<file path="src/rtl/sled_scan_ctrl.sv">
// Scan controller for a 4-digit common-anode 7-segment display with blanking gaps.
// Holds per-digit hex/dp registers and an enable mask, and drives active-low seg/dig buses.
module sled_scan_ctrl #(
  parameter int unsigned SCAN_DIV     = 50000,
  parameter int unsigned BLANK_CYCLES = 16
) (
  input  logic       clock,
  input  logic       rst_n,
  input  logic       wr_en,
  input  logic [2:0] wr_addr,
  input  logic [4:0] wr_data,
  output logic [7:0] seg,
  output logic [3:0] dig,
  output logic       frame_tick
);

  localparam int unsigned CntMax = (SCAN_DIV > BLANK_CYCLES) ? SCAN_DIV : BLANK_CYCLES;
  localparam int unsigned CntW   = (CntMax > 1) ? $clog2(CntMax) : 1;
  localparam logic [CntW-1:0] BlankLast = CntW'(BLANK_CYCLES - 1);
  localparam logic [CntW-1:0] DriveLast = CntW'(SCAN_DIV - 1);

  typedef enum logic [0:0] {StBlank, StDrive} state_e;

  state_e          state_q, state_d;
  logic [CntW-1:0] cnt_q, cnt_d;
  logic [1:0]      idx_q, idx_d;
  logic [7:0]      seg_q, seg_d;
  logic [3:0]      dig_q, dig_d;
  logic            tick_q, tick_d;

  logic [3:0]      value_q [4];
  logic [3:0]      dp_q;
  logic [3:0]      en_q;

  function automatic logic [6:0] decode(input logic [3:0] v);
    logic [6:0] s;
    s = 7'h7F;
    case (v)
      4'h0: s = 7'h40;
      4'h1: s = 7'h79;
      4'h2: s = 7'h24;
      4'h3: s = 7'h30;
      4'h4: s = 7'h19;
      4'h5: s = 7'h12;
      4'h6: s = 7'h02;
      4'h7: s = 7'h78;
      4'h8: s = 7'h00;
      4'h9: s = 7'h10;
      4'hA: s = 7'h08;
      4'hB: s = 7'h03;
      4'hC: s = 7'h46;
      4'hD: s = 7'h21;
      4'hE: s = 7'h06;
      4'hF: s = 7'h0E;
      default: s = 7'h7F;
    endcase
    return s;
  endfunction

  always_ff @(posedge clock or negedge rst_n) begin
    if (!rst_n) begin
      for (int i = 0; i < 4; i++) value_q[i] <= 4'h0;
      dp_q <= 4'h0;
      en_q <= 4'hF;
    end else if (wr_en) begin
      if (wr_addr[2] == 1'b0) begin
        value_q[wr_addr[1:0]] <= wr_data[3:0];
        dp_q[wr_addr[1:0]]    <= wr_data[4];
      end else if (wr_addr == 3'd4) begin
        en_q <= wr_data[3:0];
      end
    end
  end

  // Outputs are loaded only on slot boundaries, so a mid-slot write cannot tear the display.
  always_comb begin
    state_d = state_q;
    cnt_d   = cnt_q + CntW'(1);
    idx_d   = idx_q;
    seg_d   = seg_q;
    dig_d   = dig_q;
    tick_d  = 1'b0;
    case (state_q)
      StBlank: begin
        if (cnt_q == BlankLast) begin
          state_d = StDrive;
          cnt_d   = '0;
          if (en_q[idx_q]) begin
            dig_d = ~(4'b0001 << idx_q);
            seg_d = {~dp_q[idx_q], decode(value_q[idx_q])};
          end else begin
            dig_d = 4'hF;
            seg_d = 8'hFF;
          end
        end
      end
      StDrive: begin
        if (cnt_q == DriveLast) begin
          state_d = StBlank;
          cnt_d   = '0;
          idx_d   = idx_q + 2'd1;
          dig_d   = 4'hF;
          seg_d   = 8'hFF;
          tick_d  = (idx_q == 2'd3);
        end
      end
      default: begin
        state_d = StBlank;
        cnt_d   = '0;
        dig_d   = 4'hF;
        seg_d   = 8'hFF;
      end
    endcase
  end

  always_ff @(posedge clock or negedge rst_n) begin
    if (!rst_n) begin
      state_q <= StBlank;
      cnt_q   <= '0;
      idx_q   <= 2'd0;
      seg_q   <= 8'hFF;
      dig_q   <= 4'hF;
      tick_q  <= 1'b0;
    end else begin
      state_q <= state_d;
      cnt_q   <= cnt_d;
      idx_q   <= idx_d;
      seg_q   <= seg_d;
      dig_q   <= dig_d;
      tick_q  <= tick_d;
    end
  end

  assign seg        = seg_q;
  assign dig        = dig_q;
  assign frame_tick = tick_q;

endmodule

</file>
<file path="config.mk">
export PLATFORM = sky130hd
export DESIGN_NAME = sled_scan_ctrl
export DESIGN_NICKNAME = d
export VERILOG_FILES = /design/src/rtl/sled_scan_ctrl.sv
export SDC_FILE = /design/constraint.sdc
export NUM_CORES = 1
export LEC_CHECK = 0
export ABC_AREA = 1
export CAP_MARGIN = 20
export CORE_MARGIN = 4
export CORE_UTILIZATION = 30
export DETAILED_ROUTE_END_ITERATION = 16
export GPL_ROUTABILITY_DRIVEN = 0
export SLEW_MARGIN = 10
export SYNTH_ARGS = -nofsm -noshare
export SYNTH_HDL_FRONTEND = slang
export SYNTH_SLANG_ARGS = --single-unit
</file>
<file path="constraint.sdc">
create_clock -name clock -period 4.6 [get_ports clock]
set_clock_uncertainty 0.2 [all_clocks]
set_input_delay 1.38 -clock clock [delete_from_list [all_inputs] [get_ports clock]]
set_output_delay 1.38 -clock clock [all_outputs]
set_load 0.05 [all_outputs]
</file>
==> summary.md, run 1 <==
| Metric | Value |
|---|---|
| Critical path type | reg -> out |
| Drt pass-1 iters | 4 |
| WP data arrival | 1.65 ns |
| Slowest CP cell | clkdlybuf4s50_1 |
| Status | complete, no violations |
| Via count | 2532 |
| Vias per inst | 4.50 |
| # fillers | 1069 |
| Met2 WL | 2920 um |
| Syn-to-layout area delta | 14.8% |
| Clock sinks | 56 |
| # hold bufs at CTS | 0 |
| CP Data Required Time | 3.02 ns |
| Post-synth EDFFs | 0 |
| Core footprint | 0.00995 sq mm |
| Reg clk slew, reported paths | 0.10 ns |
| FF/Latch Area | 0.00142 sq mm |
| Ys flop type | dfrtp_1 |
| Nets | 451 |
| Fin crit share | 0.703 |
| N_diodes | 0 |
| Setup crit start kind | register |
| Warnings from Yosys | 0 |
| Largest net degree at the start of global routing | 33 |
| TritonCTS clock tree | built |
| H-tree depth | 2 |
| Synthesized area | 0.00311 sq mm |
| Crit-path max FO | 2 |
| Die Area | 0.0121 sq mm |
| DRT antenna net count | 0 |
| Post-layout min period | 3.23 ns |
| Crit-path cells | clkdlybuf4s50_1 |
| DRT met1 WL | 3160 um |
| Main area contributors after synthesis | dfrtp_1, nand2_1, dfstp_2, nand3_1, nor2_1 |
| DR iter-0 viols | 121 |
| WL/cell | 11.4 um |
| Final setup TNS | 0 ns |
| Mapped Cells | 404 |
| Post-CTS Setup Inserts | 0 |
| Unique masters post-synth | 26 |
| Layout cells sized above 1 | 0.107 |
| Seq/Total Area, Yosys | 0.457 |
| DR top layer | met4 |
| Final setup vio count | 0 |
| Slowest stage delay, CP | 0.80 ns |
| Multi-input gate area | 0.00146 sq mm |
| IO Count | 24 |
| Vias in the first global route | 2468 |
| Synthesized Nets | 426 |
| Final Hold Vio Count | 0 |
| Std cell rows | 36 |
| DRC Markers | 0 |
| Ys async rst share | 1.00 |
| Maximum clock rate | 0.309 GHz |
| #FFs+latches synth | 56 |
| Global-route wire length before repair | 11400 um |
| Top cell type's share of synthesized area | 0.322 |
| Cell taking the most area after synthesis | dfrtp_1 |
| Post-DP HPWL | 4810 um |
| Pwr dens | 324 mW/mm^2 |
| Die W | 110 um |
| Initial core utilization | 0.313 |
| CP top delay family | buffers and inverters |
| # Max-Cap Violations | 0 |
| Avg Cell Area, Syn | 7.71 sq um |
| Top cells by count, synth | nand2_1, nor2_1, nand3_1 |
| Most frequent cell after synthesis | nand2_1 |
| Die Y-Extent | 110 um |
| Total CTS buffers | 5 |
| Static Leak | 1.68 nW |
| Final Max Tran Viols | 0 |
| Grt ovf | 0 |
| CTS resizes | 0 |
| Hold slack final | 0.261 ns |
| CTS max path bufs | 2 |
| RSZ-0062 raised after global routing | false |
| Total wire length | 6410 um |
| GRT Util Overall | 0.119 |
| Buffers on Ports | 23 |
| Max_slew headroom | 0.522 |
| Crit path buf inv count | 1 |
| Worst vdd ir | 0.000154 V |
| Crit end category | primary output |
| Initial antenna violation count | 0 |
| Worst Tran Pin Value | 0.717 ns |
| Clock Tree Root | clkbuf_8 |
| Hold/Removal Path Class | reg -> reg |
| Clk Latency, worst-skew pair | 0.31 ns |
| DR WL met3 | 226 um |
[flip-flops by register name, indices dropped and copies added (netlist names)]
name	cells
value_q	16
frame_tick	1
dp_q	4
en_q	4
state_q	1
seg	8
dig	4
idx_q	2
cnt_q	16
[through the flow]
step                area (sq um)  worst slack, ns  utilization  power (mW)  std cells
global route                3570             1.31        0.359        1.23        563
detailed placement          3450             1.62        0.347       0.828        555
finish                      3570             1.37        0.359        1.16        563
floorplan                   3110             2.33            -       0.753        404
CTS                         3570             1.35        0.359        1.17        563
global placement            3450             1.68        0.347       0.823        555
[logic make-up after synthesis]
logic type | synth area share
AO/OA/AOI/OAI | 0.0623
XOR/XNOR | 0.0253
adder cells (fa/ha/maj) | 0.0442
buffers and inverters | 0.0735
flip-flops | 0.457
AND/OR/NAND/NOR | 0.338
[placed cells by master (no fill, tap or decap)]
master	Yosys	layout
nor2_1	49	49
inv_2	3	3
clkbuf_8	0	6
nor3_1	5	5
a21oi_1	4	4
nand3_1	48	48
nor2_2	2	2
clkdlybuf4s50_1	0	22
xor2_1	8	8
nand4_1	3	3
inv_1	42	42
a21oi_2	5	5
nand2_4	1	1
nand3b_1	1	1
ha_1	11	11
dfrtp_1	40	40
xnor2_1	1	1
dfstp_2	16	16
nand2_2	4	4
nor2_4	3	3
and2_2	1	1
clkinv_4	0	1
nand2_1	123	123
bufinv_16	0	1
buf_4	3	1
nor3b_1	1	1
o21ai_0	26	26
nand3_4	1	1
buf_2	0	1
[final timing paths]
| kind | slack (ns) | from | cells after the start | endpoint |
|---|---|---|---|---|
| worst max register to register | 2.17 | idx_q[0] | 12 | seg[3] |
| worst min-delay path | 0.26 | cnt_q[0] | 1 | cnt_q[0] |
| worst max-delay path | 1.37 | seg[7] | 1 | seg[7] |
| worst min register to register | 0.26 | cnt_q[0] | 1 | cnt_q[0] |
| max in group asynchronous | 2.48 | rst_n | 2 | value_q[14] |
| min in group asynchronous | 0.91 | rst_n | 1 | cnt_q[5] |
[cell type report]
type	instances	share of cell area
multi-input combinational	297	0.409
sequential	56	0.398
timing repair buffer	24	0.0651
inverter	45	0.0473
tap	133	0.0466
clock buffer	6	0.0231
clock inverter	2	0.0109
[where the power goes]
group          switching [mW]  internal, mW  total, mW
Combinational           0.149        0.0807      0.230
Clock                   0.163         0.178      0.341
Sequential             0.0279         0.559      0.587
Total                   0.340         0.818       1.16
[routing by layer]
metal | vias up | GRT usage
met5 | - | 0
met4 | 0 | 0.0499
met2 | 41 | 0.185
li1 | 1319 | -
met3 | 8 | 0.0211
met1 | 1164 | 0.161
No activity file was read; power rests on OpenSTA's default activity.
==> run 2, diff against run 1 <==
Clock period 4.6 ns to 3.4 ns, I/O delays scaled along.
==> run 2 against run 1 <==
Clock power is 11% higher. Die area did not move. Count of clock-buffer cells in the layout grew 1. Highest routed layer unchanged.
==> summary.md, run 2 (synthesis results as in run 1) <==
| Metric | Value |
|---|---|
| Fin crit share | 0.845 |
| Start point of the critical path | dig[1] (was seg[7]) |
| Worst r2r src | idx_q[0] (unchanged) |
| Setup WS post-layout | 0.527 ns (was 1.37 ns) |
| Slowest stage delay, CP | 0.80 ns (about the same) |
| Crit-path cells | clkdlybuf4s50_1 (unchanged) |
| FF-to-FF End | seg[3] (unchanged) |
| Worst Tran Pin Value | 0.692 ns (was 0.717 ns) |
| Status | complete, no violations (unchanged) |
| TritonCTS clock tree | built (unchanged) |
| Static Leak | 1.68 nW (about the same) |
| Post-layout min period | 2.87 ns |
| CTS resizes | 0 (unchanged) |
| Final Max Tran Viols | 0 (unchanged) |
| Die Y-Extent | 110 um (unchanged) |
| Via count | 2540 (was 2532) |
| DRC Markers | 0 (unchanged) |
| CTS max path bufs | 2 (unchanged) |
| Vias per inst | 4.50 (about the same) |
| Die Area | 0.0121 sq mm (unchanged) |
| DR iter-0 viols | 105 (was 121) |
| Max_slew headroom | 0.538 (was 0.522) |
| Critical path type | reg -> out (unchanged) |
| Hold/Removal Path Class | reg -> reg (unchanged) |
| Total wire length | 6500 um (was 6410 um) |
| Crit-path max FO | 2 (unchanged) |
| Nets | 453 (was 451) |
| Vias in the first global route | 2537 (was 2468) |
| Worst vdd ir | 0.000156 V (was 0.000154 V) |
| # fillers | 1046 (was 1069) |
| Crit. path cell count | 1 (unchanged) |
| Commonest non-fill, non-tap cells in the layout | nand2_1, nor2_1, nand3_1 (unchanged) |
| WL/cell | 11.5 um (was 11.4 um) |
| N_diodes | 0 (unchanged) |
| GRT Util Overall | 0.118 (was 0.119) |
| Crit path buf inv count | 1 (unchanged) |
| Grt ovf | 0 (unchanged) |
| # hold bufs at CTS | 0 (unchanged) |
| Crit path capture | dig[1] (was seg[7]) |
| Reg clk slew, reported paths | 0.10 ns (about the same) |
| IO Count | 24 (unchanged) |
| Drt pass-1 iters | 4 (unchanged) |
| Reg2Reg Depth | 12 (unchanged) |
| Post-DP HPWL | 4890 um (was 4810 um) |
| Post-place setup slack | 0.779 ns (was 1.62 ns) |
| Initial core utilization | 0.313 (unchanged) |
| Syn-to-layout area delta | 14.4% (was 14.8%) |
| Total CTS buffers | 5 (unchanged) |
| Setup crit start kind | register (unchanged) |
| Pwr dens | 418 mW/mm^2 (was 324 mW/mm^2) |
| Final setup TNS | 0 ns (unchanged) |
| Buffers on Ports | 23 (unchanged) |
| CP Data Required Time | 2.18 ns (was 3.02 ns) |
| Maximum clock rate | 0.348 GHz |
| Clk Latency, worst-skew pair | 0.31 ns (about the same) |
| Setup slack, reg-to-reg | 0.97 ns (was 2.17 ns) |
| # Max-Cap Violations | 0 (unchanged) |
| RSZ-0062 raised after global routing | false (unchanged) |
| Std cell rows | 36 (unchanged) |
| Final setup vio count | 0 (unchanged) |
| Core footprint | 0.00995 sq mm (unchanged) |
| CP top delay family | buffers and inverters (unchanged) |
| Largest net degree at the start of global routing | 31 (was 33) |
| H-tree depth | 2 (unchanged) |
| Post-CTS Setup Inserts | 0 (unchanged) |
| FF/Latch Area | 0.00142 sq mm (unchanged) |
| Clock Tree Root | clkbuf_8 (unchanged) |
| Most common cell after layout, fill and taps aside | nand2_1 (unchanged) |
| Clock sinks | 56 (unchanged) |
| Final Hold Vio Count | 0 (unchanged) |
| Initial antenna violation count | 0 (unchanged) |
| Global-route wire length before repair | 11500 um (was 11400 um) |
| DRT antenna net count | 0 (unchanged) |
| Die W | 110 um (unchanged) |
| Hold slack final | 0.269 ns (was 0.261 ns) |
| WP data arrival | 1.65 ns (about the same) |
| Layout cells sized above 1 | 0.109 (was 0.107) |
| Slowest CP cell | clkdlybuf4s50_1 (unchanged) |
| Multi-input gate area | 0.00146 sq mm (unchanged) |
| Crit end category | primary output (unchanged) |
run 2: worst reg2reg max path: stages (launching register included):
cell and delay (ns):
dfrtp_1 0.69, inv_2 0.26, nand2_1 0.11, nand3_1 0.07
nand2_1 0.21, inv_1 0.11, ha_1 0.23, nand3_1 0.13
nand2_1 0.07, nand2_1 0.05, nand2_1 0.05, nor2_1 0.12
nor2_1 0.05
run 2: how the worst min path moves through the flow:
stage	end	cells past startpoint	slack, ns	from
2_1_floorplan	cnt_q[0]	1	0.23	cnt_q[0]
3_3_place_gp	cnt_q[0]	1	0.25	cnt_q[0]
3_5_place_dp	seg[1]	2	0.26	seg[1]
4_1_cts	seg[1]	2	0.28	seg[1]
5_1_grt	seg[2]	2	0.29	seg[2]
6_report	seg[1]	2	0.27	seg[1]
run 2: area by class of cell:
type | count | share of cell area
multi-input cells | 297 | 0.411
flip-flops and latches | 56 | 0.399
repair buffers | 26 | 0.0696
inverters | 45 | 0.0474
well taps | 133 | 0.0467
clock buffers | 7 | 0.0242
clock inverters | 1 | 0.00211
run 2: stage by stage:
stage | cell area (sq um) | utilization | power (mW) | cells
floorplan | 3110 | - | 1.02 | 404
global placement | 3470 | 0.348 | 1.12 | 557
detailed placement | 3470 | 0.348 | 1.13 | 557
CTS | 3560 | 0.358 | 1.52 | 565
global route | 3560 | 0.358 | 1.60 | 565
finish | 3560 | 0.358 | 1.49 | 565
run 2: power breakdown:
group	leakage [nW]	total, mW	switching (mW)	internal [mW]
clock network	0.0445	0.379	0.212	0.166
registers	0.685	0.795	0.0394	0.756
logic	0.946	0.313	0.203	0.111
total	1.68	1.49	0.454	1.03
run 2: metal layers:
metal | global-route usage | share of wire
met1 | 0.155 | 0.48
met2 | 0.196 | 0.48
met3 | 0.0223 | 0.035
met4 | 0.0392 | 0.0042
met5 | 0 | 0
==> run 3, diff against run 2 <==
Clock period 3.4 ns to 2.55 ns, I/O delays scaled along.
==> run 3 against run 2 <==
Die area is the same. Sequential cell count did not move. Register-to-register slack worse by 0.64 ns. Non-clock buffer count is the same. Core utilization decreased by 0.35 points. Clock power is 24% higher. Critical path depth unchanged. Critical path type unchanged. Highest routed layer unchanged.
==> summary.md, run 3 (synthesis results as in run 1) <==
| Metric | Value |
|---|---|
| DRC Markers | 0 (unchanged) |
| TritonCTS clock tree | built (unchanged) |
| RSZ-0062 raised after global routing | false (unchanged) |
| N_diodes | 0 (unchanged) |
| # fillers | 1060 (was 1046) |
| CTS max path bufs | 2 (unchanged) |
| Commonest non-fill, non-tap cells in the layout | nand2_1, nor2_1, nand3_1 (unchanged) |
| Crit. path cell count | 1 (unchanged) |
| Static Leak | 1.67 nW (was 1.68 nW) |
| Buffers on Ports | 23 (unchanged) |
| DRT antenna net count | 0 (unchanged) |
| Maximum clock rate | 0.417 GHz |
| Die Area | 0.0121 sq mm (unchanged) |
| FF-to-FF End | seg[5] (was seg[3]) |
| Fin cells | 564 (was 565) |
| Worst vdd ir | 0.000240 V (was 0.000156 V) |
| Dpl cells | 557 (unchanged) |
| Slowest stage delay, CP | 0.79 ns (was 0.80 ns) |
| Reg clk slew, reported paths | 0.10 ns (about the same) |
| WL/cell | 11.7 um (was 11.5 um) |
| Vias in the first global route | 2465 (was 2537) |
| Post-place setup slack | 0.214 ns (was 0.779 ns) |
| Vias per inst | 4.63 (was 4.50) |
| Utilization after layout | 0.354 (was 0.358) |
| Total wire length | 6590 um (was 6500 um) |
| GRT Util Overall | 0.118 (about the same) |
| Largest net degree at the start of global routing | 36 (was 31) |
| Global-route wire length before repair | 11500 um (about the same) |
| CTS resizes | 0 (unchanged) |
| Crit path buf inv count | 1 (unchanged) |
| Max_slew headroom | 0.661 (was 0.538) |
| Final Hold Vio Count | 0 (unchanged) |
| Crit-path cells | clkdlybuf4s50_1 (unchanged) |
| Syn-to-layout area delta | 13.3% (was 14.4%) |
| Die W | 110 um (unchanged) |
| Core footprint | 0.00995 sq mm (unchanged) |
| Post-layout min period | 2.40 ns |
| Multi-input gate area | 0.00146 sq mm (unchanged) |
| IO Count | 24 (unchanged) |
| Post-DP HPWL | 4940 um (was 4890 um) |
| Initial core utilization | 0.313 (unchanged) |
| WP data arrival | 1.44 ns (was 1.65 ns) |
| Design area | 0.00353 sq mm (was 0.00356 sq mm) |
| Clock sinks | 56 (unchanged) |
| Die Y-Extent | 110 um (unchanged) |
| Slowest CP cell | clkdlybuf4s50_1 (unchanged) |
| Drt pass-1 iters | 4 (unchanged) |
| Start point of the critical path | frame_tick (was dig[1]) |
| Reg2Reg Depth | 12 (unchanged) |
| Final setup TNS | 0 ns (unchanged) |
| H-tree depth | 2 (unchanged) |
| Final Max Tran Viols | 0 (unchanged) |
| Clock Tree Root | clkbuf_8 (unchanged) |
| Initial antenna violation count | 0 (unchanged) |
| # Max-Cap Violations | 0 (unchanged) |
| Setup slack, reg-to-reg | 0.33 ns (was 0.97 ns) |
| Std cell rows | 36 (unchanged) |
| Crit end category | primary output (unchanged) |
| Nets | 453 (unchanged) |
| Layout cells sized above 1 | 0.132 (was 0.109) |
| Worst Tran Pin Value | 0.509 ns (was 0.692 ns) |
| Hold/Removal Path Class | in -> async (was reg -> reg) |
| Clk Latency, worst-skew pair | 0.32 ns (was 0.31 ns) |
| Fin crit share | 0.941 |
| Pwr dens | 552 mW/mm^2 (was 418 mW/mm^2) |
| CP top delay family | buffers and inverters (unchanged) |
| CP Data Required Time | 1.59 ns (was 2.18 ns) |
| Setup WS post-layout | 0.149 ns (was 0.527 ns) |
| Placed cell area | 0.00345 sq mm (was 0.00347 sq mm) |
| FF/Latch Area | 0.00142 sq mm (unchanged) |
| Worst r2r src | idx_q[0] (unchanged) |
| Setup crit start kind | register (unchanged) |
| Via count | 2611 (was 2540) |
| Total CTS buffers | 5 (unchanged) |
| Most common cell after layout, fill and taps aside | nand2_1 (unchanged) |
| Status | complete, no violations (unchanged) |
| Final setup vio count | 0 (unchanged) |
| Crit-path max FO | 1 (was 2) |
| Post-CTS Setup Inserts | 0 (unchanged) |
| DR iter-0 viols | 135 (was 105) |
| # hold bufs at CTS | 0 (unchanged) |
| Critical path type | reg -> out (unchanged) |
| Grt ovf | 0 (unchanged) |
run 3: changes by cell type in the layout (fill, tap and decap cells not counted), sizes merged:
cell / delta
clkdlybuf4s50: -12
buf: +12
clkinvlp: -1
run 3: worst reg2reg max path, cell delays in order (launching register included):
cell,delay (ns)
dfrtp_1,0.47
inv_2,0.27
nand2_1,0.11
nand3_1,0.09
nand2_1,0.17
inv_1,0.15
ha_1,0.19
nand3_1,0.14
nand2_1,0.11
nand2_1,0.05
nand2_1,0.08
nor2_2,0.05
nor2_1,0.08
run 3: area by class of cell:
| type | instances | share of cell area |
|---|---|---|
| inverters | 45 | 0.0479 |
| well taps | 133 | 0.0472 |
| flip-flops and latches | 56 | 0.403 |
| clock buffers | 7 | 0.0216 |
| repair buffers | 26 | 0.0653 |
| multi-input cells | 297 | 0.415 |
run 3: how the worst max path moves through the flow:
stage	end
2_1_floorplan	seg[5]
3_3_place_gp	value_q[2]
3_5_place_dp	value_q[1]
4_1_cts	frame_tick
5_1_grt	frame_tick
6_report	frame_tick
run 3: power by group:
part	internal [mW]	leakage, nW	switching, mW
combinational	0.139	0.951	0.273
clock	0.190	0.0383	0.280
sequential	1.01	0.685	0.0547
run 3: layer usage:
| layer | vias to the layer above | GRT usage | routed length (um) |
|---|---|---|---|
| met5 | - | 0 | 0 |
| met4 | 0 | 0.0294 | 74 |
| met3 | 8 | 0.0247 | 283 |
| met2 | 52 | 0.193 | 2980 |
| met1 | 1233 | 0.159 | 3250 |
| li1 | 1318 | - | - |
run 3: stage by stage:
stage | hold WS (ns) | total power, mW
after floorplan | 0.233 | 1.36
after global placement | 0.245 | 1.49
after detailed placement | 0.262 | 1.50
after CTS | 0.224 | 1.97
after global routing | 0.249 | 2.07
final | 0.203 | 1.95
